<file path="src/rtl/prescaler_pkg.sv">
// prescaler_pkg: shared defaults, channel-index width helper and channel state record
package prescaler_pkg;
    localparam int CNT_W_DEF = 14;
    localparam int NCH_DEF   = 4;
    localparam int DIV_W_DEF = 16;
    localparam int DIV_INIT_DEF = 0;

    typedef struct packed {
        logic [DIV_W_DEF-1:0] divisor;
        logic [DIV_W_DEF-1:0] shadow;
        logic [DIV_W_DEF-1:0] dc;
        logic                 pend;
    } chan_state_t;

    function automatic int ch_w(input int n);
        return (n > 1) ? $clog2(n) : 1;
    endfunction
endpackage

</file>
<file path="src/rtl/prescaler_chan.sv">
// prescaler_chan: one programmable divider channel with shadowed divisor reload.
// Optional square-wave toggle output built only when PRESCALER_SQ_EN is defined.
module prescaler_chan
    import prescaler_pkg::*;
#(
    parameter int               DIV_W    = DIV_W_DEF,
    parameter logic [DIV_W-1:0] DIV_INIT = '0
) (
    input  logic             i_clk,
    input  logic             i_reset_n,
    input  logic             i_en,
    input  logic             i_clr,
    input  logic             i_wr,
    input  logic [DIV_W-1:0] i_val,
    output logic             o_tick,
    output logic             o_sq
);
    logic [DIV_W-1:0] r_div, r_shadow, r_dc;
    logic             r_pend, r_tick;
    logic             w_tc, w_rld;
    logic [DIV_W-1:0] w_next;

    assign w_tc   = i_en && (r_dc == '0);
    assign w_rld  = i_clr || w_tc;
    // A write landing on a reload edge only lands in the shadow; the reload uses the old value.
    assign w_next = r_pend ? r_shadow : r_div;

    always_ff @(posedge i_clk) begin
        if (!i_reset_n) begin
            r_div    <= DIV_INIT;
            r_shadow <= DIV_INIT;
            r_dc     <= DIV_INIT;
            r_pend   <= 1'b0;
            r_tick   <= 1'b0;
        end else begin
            r_tick <= w_tc && !i_clr;
            if (w_rld) begin
                r_dc  <= w_next;
                r_div <= w_next;
            end else if (i_en) begin
                r_dc <= r_dc - 1'b1;
            end
            if (i_wr) begin
                r_shadow <= i_val;
                r_pend   <= 1'b1;
            end else if (w_rld) begin
                r_pend <= 1'b0;
            end
        end
    end

    assign o_tick = r_tick;

`ifdef PRESCALER_SQ_EN
    logic r_sq;
    always_ff @(posedge i_clk) begin
        if (!i_reset_n || i_clr) r_sq <= 1'b0;
        else if (w_tc)           r_sq <= ~r_sq;
    end
    assign o_sq = r_sq;
`else
    assign o_sq = 1'b0;
`endif
endmodule

</file>
<file path="src/rtl/prescaler_bank.sv">
// prescaler_bank: free-running tap counter plus NCH programmable tick dividers.
// Define PRESCALER_SQ_EN to build the per-channel square-wave outputs.
module prescaler_bank
    import prescaler_pkg::*;
#(
    parameter int               CNT_W    = CNT_W_DEF,
    parameter int               NCH      = NCH_DEF,
    parameter int               DIV_W    = DIV_W_DEF,
    parameter logic [DIV_W-1:0] DIV_INIT = DIV_W'(DIV_INIT_DEF),
    localparam int              CH_W     = ch_w(NCH)
) (
    input  logic             i_clk,
    input  logic             i_reset_n,
    input  logic             i_en,
    input  logic             i_clr,
    input  logic             i_div_wr,
    input  logic [CH_W-1:0]  i_div_ch,
    input  logic [DIV_W-1:0] i_div_val,
    output logic             o_div_ack,
    output logic [CNT_W-1:0] o_tap,
    output logic [NCH-1:0]   o_tick,
    output logic [NCH-1:0]   o_sq
);
    logic [CNT_W-1:0] r_tap;
    logic             r_ack;

    always_ff @(posedge i_clk) begin
        if (!i_reset_n) begin
            r_tap <= '0;
            r_ack <= 1'b0;
        end else begin
            r_tap <= i_clr ? '0 : i_en ? r_tap + 1'b1 : r_tap;
            r_ack <= i_div_wr;
        end
    end

    assign o_tap     = r_tap;
    assign o_div_ack = r_ack;

    // Out-of-range channel indices match no channel, so the write is dropped but still acked.
    for (genvar c = 0; c < NCH; c++) begin : g_ch
        prescaler_chan #(.DIV_W(DIV_W), .DIV_INIT(DIV_INIT)) u_chan (
            .i_clk     (i_clk),
            .i_reset_n (i_reset_n),
            .i_en      (i_en),
            .i_clr     (i_clr),
            .i_wr      (i_div_wr && (32'(i_div_ch) == c)),
            .i_val     (i_div_val),
            .o_tick    (o_tick[c]),
            .o_sq      (o_sq[c])
        );
    end
endmodule
</file>
<file path="config.mk">
export PLATFORM = sky130hd
export DESIGN_NAME = prescaler_bank
export DESIGN_NICKNAME = d
export VERILOG_FILES = /design/src/rtl/prescaler_pkg.sv /design/src/rtl/prescaler_chan.sv /design/src/rtl/prescaler_bank.sv
export SDC_FILE = /design/constraint.sdc
export NUM_CORES = 1
export LEC_CHECK = 0
export BUFFER_PORTS_ARGS = -buffer_cell sky130_fd_sc_hd__buf_4
export CORE_MARGIN = 2
export CORE_UTILIZATION = 50
export DETAILED_ROUTE_END_ITERATION = 8
export PLACE_DENSITY = 0.76
export SYNTH_ARGS = -nofsm -noshare
export SYNTH_HDL_FRONTEND = slang
export SYNTH_HIERARCHICAL = 1
export SYNTH_SLANG_ARGS = --single-unit
</file>
<file path="constraint.sdc">
create_clock -name i_clk -period 3.11 [get_ports i_clk]
set_input_delay 0.311 -clock i_clk [delete_from_list [all_inputs] [get_ports i_clk]]
set_output_delay 0.311 -clock i_clk [all_outputs]
set_load 0.005 [all_outputs]
</file>
# After elaboration in Yosys (flattened, before gate mapping)
# Cells that the tools add are included.
[op_classes]
n_eq_ne = 3
mux = 20
n_addsub = 5
reduce_logical = 31
n_bitwise = 1
[ops]
columns = ["cell", "count"]
rows = [
  ["two-way mux 16 bit", 12],
  ["zero test 16 bit", 4],
  ["subtractor 16 x 1 -> 16 bit, second input constant", 4],
  ["nonzero test 2 bit", 8],
  ["adder 14 x 1 -> 14 bit, second input constant", 1],
  ["logical AND 1 bit", 12],
  ["two-way mux 1 bit", 8],
  ["equality test 2 bit, second input constant", 2],
  ["logical OR 1 bit", 4],
  ["equality test 2 x 1 -> 1 bit, second input constant", 1],
  ["zero test 2 bit", 1],
  ["OR reduction 2 bit", 1],
  ["zero test 1 bit", 1],
  ["NOT 1 bit", 1],
]
[word_totals]
wordCells = 82
output_inout_bits = 23
register_bits = 215
input_bits = 23

# Logic depth before layout (Yosys ltp)
# Gate-level depths: netlist of run 1.
[logic_depth]
depth_word = 5
mapped_depth = 8

# By module
# Netlist of run 1, hierarchy kept.
[modules_own_cells]
columns = ["mod", "cells_each", "area_per_inst_um2", "instances"]
rows = [
  ["prescaler_chan", 256, 2371.0, 4],
  ["prescaler_bank", 81, 714.4, 1],
]

# Least setup slack after synthesis of run 1
# OpenSTA, ideal clock, no wires.
[synth_path]
path_kind = "register to register"
start = "register g_ch[0].u_chan.r_dc[0]"
end = "register g_ch[0].u_chan.r_dc[10]"
n_path_buf = 0
setup_slack_ns = 1.440
setup_time_ns = 0.070
path_stages_with_launch = 8
period_less_slack_ns = 1.670
arrival_time_ns = 1.600
path_cell_list = "dfxtp_1 -> inv_1 -> ha_1 -> and4bb_2 -> nand2_1 -> or4_1 -> xor2_1 -> a21oi_1"
[synth_via]
elab_chain_cells = 4
elab_cells_between_ends = 7
[synth_lines]
columns = ["item", "line", "text"]
rows = [
  ["start, declared", "prescaler_chan.sv:18", "logic [DIV_W-1:0] r_div, r_shadow, r_dc;"],
  ["start signal, assigned", "prescaler_chan.sv:38", "r_dc <= w_next;"],
  ["start signal, assigned", "prescaler_chan.sv:41", "r_dc <= r_dc - 1'b1;"],
  ["branches (longest 4 deep; another with subtractor 16 x 1 -> 16 bit)", "n/a", ""],
]
# Several ways; the timed one is not identified. The select of a mux whose other input is x is not followed.
# A chain may end at the register's enable or synchronous reset.

# Final worst setup path of run 1
[layout_path]
start = "register g_ch[2].u_chan.r_dc[4]"
end = "register g_ch[2].u_chan.r_dc[6]"
[layout_via]
elab_chain_cells = 4
elab_cells_between_ends = 7
[layout_lines]
columns = ["item", "line"]
rows = [
  ["start, declared", "prescaler_chan.sv:18"],
  ["start signal, assigned", "prescaler_chan.sv:38"],
  ["start signal, assigned", "prescaler_chan.sv:41"],
  ["branches (longest 4 deep; another with subtractor 16 x 1 -> 16 bit)", "n/a"],
]
# Several ways; the timed one is not identified. The select of a mux whose other input is x is not followed.

==> results.sh, run 1 <==
export IMPL_syn_area_per_cell_um2=9.23
export IMPL_p_int_mw=4.75
export IMPL_finalPower_mw=6.41
export IMPL_drive_gt1_share_pct=18.3
export IMPL_die_area_um2=21600
export IMPL_cts_tree="done"
export IMPL_numCtsBuffers=22
export IMPL_fmax_mhz=446
export IMPL_whs_ps=42.2
export IMPL_final_common_cell="dfxtp_1"
export IMPL_worstPathRequired_ps=3510
export IMPL_htreeDepth=1
export IMPL_netlist_area_um2=10200
export IMPL_end_kind="flop"
export IMPL_firstDrtPassIters=7
export IMPL_drt_wl_total_mm=22.9
export IMPL_maxCapViolCount=0
export IMPL_worstPathMaxFanout=18
export IMPL_setup_viol_count_final=0
export IMPL_fillCellCount=1786
export IMPL_finClkSkew_ps=6.12
export IMPL_arrival_ps=2640
export IMPL_grt_pass1_vias=7447
export IMPL_drc=0
export IMPL_grt_antenna_before_repair=0
export IMPL_cts_hold_buf=0
export IMPL_hold_class="input pin to flop"
export IMPL_clk_latency_ps=510
export IMPL_synth_cell_type_count=49
export IMPL_grt_pass1_wl_mm=37.8
export IMPL_r2r_setup_slack_ps=870
export IMPL_hold_viol=0
export IMPL_yosys_area_top_type="dfxtp_1"
export IMPL_fin_crit_sh_pct=72.1
export IMPL_drtAntennaViolNets=0
export IMPL_gr_total_overflow=0
export IMPL_vias=7895
export IMPL_antenna_cells=0
export IMPL_track_usage_pct=21.1
export IMPL_synth_area_top_cells="dfxtp_1, mux2i_1, a21oi_1"
export IMPL_grt_max_degree=35
export IMPL_postSynthCellCount=1105
export IMPL_via_per_inst=5.59
export IMPL_dp_hpwl_mm=14.9
export IMPL_start_util_pct=50.7
export IMPL_critical_path_class="flop to flop"
export IMPL_clk_path_buf_depth=3
export IMPL_seq_power_share_pct=47.0
export IMPL_vdd_drop_max_v=0.000399
export IMPL_fin_crit_ps=2240
export IMPL_rsz0062_at_grt="no"
export IMPL_power_frac_clock_pct=40.6
export IMPL_ys_ff_latch=215
export IMPL_fp_dieW_um=147
export IMPL_routedWlPerCell_um=16.2
export IMPL_final_cell_mix="dfxtp_1, nor2_1, a21oi_1"
export IMPL_tightest_slew_ps=1020
export IMPL_cellPowerDensity_nw_per_um2=567
export IMPL_slew_violations=0
export IMPL_p_leak_nw=3.95
export IMPL_rows=52
export IMPL_finalSetupTns_ps=0
export IMPL_relSlewSlack_pct=31.7
export IMPL_gp_congestion=0.830
export IMPL_portBuffers=41
export IMPL_synth_top_area_share_pct=42.2
export IMPL_clockRootBuffer="clkbuf_16"
export IMPL_fp_dieH_um=147
export IMPL_drtIter0Drc=549
export IMPL_synth_net_count=1137
export IMPL_syn_to_final_growth_pct=10.8
export IMPL_fin_nets=1159
export IMPL_yosysSeqAreaShare_pct=42.2
export IMPL_worstSetupStartpointType="flop"
export IMPL_core_area_um2=20100
export IMPL_netSwitchingPower_mw=1.66
export IMPL_cts_clk_slew_worst_paths_ps=60
export IMPL_cts_sinks=215
export IMPL_postCtsSetupBuffers=0
export IMPL_io_pins=46
export IMPL_cts_resized_gates=0
export IMPL_p_comb_share_pct=12.4
export IMPL_yosysWarnings=6
export IMPL_switching_share_pct=25.9
export IMPL_status="completed"
## registers in the layout (all words and copies together), names as in the netlist
register              count
g_ch.u_chan/o_tick        4
g_ch.u_chan/r_dc         64
g_ch.u_chan/r_div        64
g_ch.u_chan/r_pend        4
g_ch.u_chan/r_shadow     64
o_div_ack                 1
o_tap                    14
## critical path: stages (launching register included)
cell     delay (ps)
dfxtp_1         350
nor3_2          390
and4b_4         340
a31o_1          710
nand2_1         120
and3_1          230
## path summary, 6_finish.rpt
kind	startpoint	to	depth (start not counted)
setup / recovery	g_ch[2].u_chan/r_dc[4]$_SDFFE_PN0P_	g_ch[2].u_chan/r_dc[6]$_SDFFE_PN0P_	5
hold / removal	i_div_wr	o_div_ack$_SDFF_PN0_	2
setup reg to reg	g_ch[2].u_chan/r_dc[4]$_SDFFE_PN0P_	g_ch[2].u_chan/r_dc[6]$_SDFFE_PN0P_	5
hold reg to reg	g_ch[2].u_chan/r_div[15]$_SDFFE_PN0P_	g_ch[2].u_chan/r_div[15]$_SDFFE_PN0P_	2
## area by class of cell
class                      instances  area (um2)  share of cell area, %
multi-input combinational        795        5330                   47.2
clock inverter                     5        61.3                  0.543
timing repair buffer              68         510                   4.52
tap                              270         338                   2.99
clock buffer                      35         659                   5.84
sequential                       215        4300                   38.1
inverter                          25        93.8                  0.831
## cell usage after synthesis (all sizes together)
cell type    n
and4bb       4
mux2        24
a21oi      136
mux2i       80
nor2       122
and3b        1
nor3        17
nand4       13
xor2        18
and4         1
nor2b       21
xnor2       42
a31o         4
or3          1
clkinv       4
a31oi        9
and3         5
o21a         2
and2         1
and4b        8
o31a         1
a211oi      40
nand2b      12
dfxtp      215
conb         4
inv         21
nor4        24
or4         15
nand3       64
ha           9
nor3b        9
o21ai       17
o31ai        3
clkbuf      33
nand2       84
buf         37
a22oi        4
## power groups by stage
stage | sequential, mW | clock [mW] | combinational [mW]
detailed placement | 3.07 | 0 | 0.784
finish | 3.01 | 2.60 | 0.797
CTS | 3.01 | 2.65 | 0.792
global placement | 3.06 | 0 | 0.766
floorplan | 3.04 | 0 | 0.635
global route | 3.03 | 2.76 | 0.881
## routing by layer
metal / wire, um / up-vias / track usage (%)
li1: - / 3938 / -
met1: 10800 / 3754 / 29.8
met2: 10500 / 163 / 34.1
met3: 1130 / 40 / 2.95
met4: 523 / 0 / 5.68
met5: 0 / - / 0
## metrics by stage
stage | cells | setup WS, ps | area, um2 | utilization, %
after floorplan | 1105 | 1440 | 10200 | -
after global placement | 1373 | 818 | 10600 | 52.6
after detailed placement | 1373 | 737 | 10600 | 52.6
after CTS | 1413 | 866 | 11300 | 56.2
after global routing | 1413 | 653 | 11300 | 56.2
final | 1413 | 867 | 11300 | 56.2
## kinds of logic after synthesis
| group | Yosys count | synth area share [%] |
|---|---|---|
| and+or+nand+nor | 402 | 22.1 |
| DFF | 215 | 42.2 |
| buffers and inverters | 95 | 5.59 |
| other | 4 | 0.147 |
| adders and majority gates | 9 | 1.10 |
| AOI/OAI and AO/OA | 216 | 13.2 |
| xor gates and xnor gates | 60 | 5.15 |
| muxes | 104 | 10.5 |
(Power assumes the default switching activity.)
==> run 2: changes to the inputs <==
ABC_AREA = 1   (was unset)
clock period = 2.1 ns   (was 3.11 ns; I/O delays follow)
==> results.sh, run 2 <==
export IMPL_clockRootBuffer="clkbuf_16"
export IMPL_worst_path_largest_cell_delay_ps=360
export IMPL_fin_crit_sh_pct=86.2
export IMPL_end_kind="flop"
export IMPL_cellPowerDensity_nw_per_um2=869
export IMPL_relSlewSlack_pct=48.6
export IMPL_grt_max_degree=53
export IMPL_path_cells="inv_1 > ha_1 > nand3_1 > nor2_1 > nand3_2 > nand2_4 > inv_2 > o21ai_0 > nand2_1 > nand2_1 > inv_1"
export IMPL_cts_clk_slew_worst_paths_ps=60
export IMPL_netSwitchingPower_mw=2.92
export IMPL_synthArstFlopShare_pct=0
export IMPL_crit_family="buffers and inverters"
export IMPL_maxCapViolCount=0
export IMPL_seq_power_share_pct=42.3
export IMPL_syn_area_per_cell_um2=6.95
export IMPL_critical_path_class="flop to flop"
export IMPL_fin_nets=1598
export IMPL_fin_ws_ps=290
export IMPL_postCtsSetupBuffers=0
export IMPL_p_int_mw=7.55
export IMPL_worstSetupStartpointType="flop"
export IMPL_synth_fa_ha_area_share_pct=1.06
export IMPL_antenna_cells=0
export IMPL_cp_slowest_cell="dfxtp_1"
export IMPL_cts_hold_buf=14
export IMPL_drt_wl_total_mm=26.4
export IMPL_clk_latency_ps=510
export IMPL_grt_pass1_wl_mm=43.4
export IMPL_fmax_mhz=552
export IMPL_core_area_um2=21000
export IMPL_synth_common_cells="nand2_1, nor2_1, dfxtp_1, a21oi_1, o21ai_0"
export IMPL_cts_tree="done"
export IMPL_place_ws_ps=300
export IMPL_drtIter0Drc=672
export IMPL_dp_hpwl_mm=17.4
export IMPL_final_common_cell="nand2_1"
export IMPL_rsz0062_at_grt="no"
export IMPL_yosys_area_share_simple_pct=29.6
export IMPL_finalSetupTns_ps=0
export IMPL_yosysSeqAreaShare_pct=40.5
export IMPL_synth_most_common_cell="nand2_1"
export IMPL_worstPathMaxFanout=26
export IMPL_design_area_um2=12100
export IMPL_placed_area_um2=11000
export IMPL_finClkSkew_ps=16.4
export IMPL_synth_area_top_cells="dfxtp_1, nand2_1, nor2_1"
export IMPL_io_pins=46
export IMPL_fin_crit_ps=1810
export IMPL_grt_antenna_before_repair=0
export IMPL_die_area_um2=22400
export IMPL_vias=9738
export IMPL_cts_sinks=215
export IMPL_fp_dieH_um=150
export IMPL_postSynthCellCount=1527
export IMPL_hold_class="input pin to flop"
export IMPL_syn_to_final_growth_pct=13.5
export IMPL_synth_net_count=1559
export IMPL_numCtsBuffers=24
export IMPL_cts_resized_gates=0
export IMPL_routedWlPerCell_um=14.2
export IMPL_drive_gt1_share_pct=13.1
export IMPL_slew_violations=0
export IMPL_fp_dieW_um=150
export IMPL_clk_path_buf_depth=3
export IMPL_switching_share_pct=27.9
export IMPL_grt_pass1_vias=8982
export IMPL_portBuffers=41
export IMPL_hold_viol=0
export IMPL_synth_edf_count=0
export IMPL_top_regs="g_ch.u_chan/r_dc: 64 flops, g_ch.u_chan/r_div: 64 flops, g_ch.u_chan/r_shadow: 64 flops"
export IMPL_synth_xor_area_share_pct=1.32
export IMPL_status="completed"
export IMPL_setup_viol_count_final=0
export IMPL_htreeDepth=1
export IMPL_tightest_slew_ps=770
export IMPL_synth_top_family_by_area="simple AND/OR/NAND/NOR gates"
export IMPL_drtAntennaViolNets=0
export IMPL_drc=0
export IMPL_p_leak_nw=5.45
export IMPL_via_per_inst=5.24
export IMPL_track_usage_pct=23.3
export IMPL_synth_top_area_share_pct=40.5
export IMPL_ys_ff_latch=215
export IMPL_arrival_ps=2270
export IMPL_start_util_pct=50.7
export IMPL_rows=53
export IMPL_crit_buf_inv=3
export IMPL_yosysWarnings=6
export IMPL_netlist_area_um2=10600
export IMPL_final_cell_mix="nand2_1, nor2_1, dfxtp_1"
export IMPL_p_comb_share_pct=15.2
export IMPL_ys_flop_type="dfxtp_1"
export IMPL_worstPathRequired_ps=2560
export IMPL_synthMuxAreaShare_pct=6.79
export IMPL_firstDrtPassIters=5
export IMPL_gp_congestion=0.888
export IMPL_synth_cell_type_count=33
export IMPL_vdd_drop_max_v=0.000635
export IMPL_power_frac_clock_pct=42.5
export IMPL_yosys_area_top_type="dfxtp_1"
export IMPL_gr_total_overflow=0
export IMPL_synth_compound_area_share_pct=12.6
[run 2: changes by cell type after synthesis, moves of 19 or more]
cell | previous run | this run
inv_1 | 21 | 116
nand2_1 | 84 | 361
o21ai_0 | 13 | 130
nand3_1 | 40 | 62
nor2_1 | 122 | 292
nor4_1 | 20 | 0
mux2i_1 | 80 | 0
nor2b_1 | 21 | 0
nand3_2 | 24 | 5
a21oi_1 | 112 | 133
a21oi_2 | 24 | 0
mux2_2 | 24 | 64
a211oi_1 | 40 | 0
xnor2_1 | 42 | 4
[run 2: worst register-to-register path: stages (launching register included)]
cell	delay [ps]
dfxtp_1	360
inv_1	100
ha_1	210
nand3_1	80
nor2_1	60
nand3_2	110
nand2_4	130
inv_2	360
o21ai_0	170
nand2_1	80
nand2_1	50
inv_1	50
[run 2: cell families (layout without fill, tap and decap cells)]
kind of cell | after synthesis | after routing
XOR/XNOR | 16 | 16
flip-flops | 215 | 215
multiplexers | 64 | 64
AO/OA/AOI/OAI | 266 | 266
AND/OR/NAND/NOR | 766 | 766
other | 4 | 4
buffers and inverters | 187 | 244
adder cells (fa/ha/maj) | 9 | 9
[run 2: layout make-up]
type	count	area, um2
Fill cell	1956	8900
Tap cell	275	344
Clock buffer	31	698
Multi-Input combinational cell	1125	5470
Sequential cell	215	4300
Inverter	124	465
Timing Repair Buffer	76	608
Clock inverter	13	158
[run 2: power groups by stage]
stage	logic (mW)	registers, mW	clock network, mW
2_1_floorplan	1.24	4.46	0
3_3_place_gp	1.51	4.50	0
3_5_place_dp	1.55	4.51	0
4_1_cts	1.58	4.42	4.53
5_1_grt	1.82	4.45	4.70
6_report	1.60	4.43	4.45
[run 2: through the flow]
step	utilization (%)	hold slack, ps	cells	total power [mW]
after floorplan	-	289	1527	5.69
after global placement	52.7	445	1800	6.01
after detailed placement	52.7	451	1800	6.05
after CTS	57.5	2.06	1858	10.5
after global routing	57.5	21.6	1859	11.0
final	57.5	11.1	1859	10.5
[run 2: worst paths after layout]
| check | start | to | slack (ps) | cells after the start |
|---|---|---|---|---|
| max | g_ch[1].u_chan/r_dc[0]$_SDFFE_PN0P_ | g_ch[1].u_chan/r_dc[5]$_SDFFE_PN0P_ | 290 | 11 |
| min | i_div_val[5] | g_ch[1].u_chan/r_shadow[5]$_SDFFE_PN0P_ | 10 | 3 |
| max reg2reg | g_ch[1].u_chan/r_dc[0]$_SDFFE_PN0P_ | g_ch[1].u_chan/r_dc[5]$_SDFFE_PN0P_ | 290 | 11 |
| min reg2reg | g_ch[1].u_chan/r_div[11]$_SDFFE_PN0P_ | g_ch[1].u_chan/r_div[11]$_SDFFE_PN0P_ | 460 | 2 |
[run 2: layer usage]
metal  global-route usage [%]  vias up  part of all wire (%)
met2                     38.1      241                    46
li1                         -     4959                     -
met4                     7.88        0                   3.0
met5                        0        -                     0
met3                     2.93       49                   4.6
met1                     31.9     4489                    46
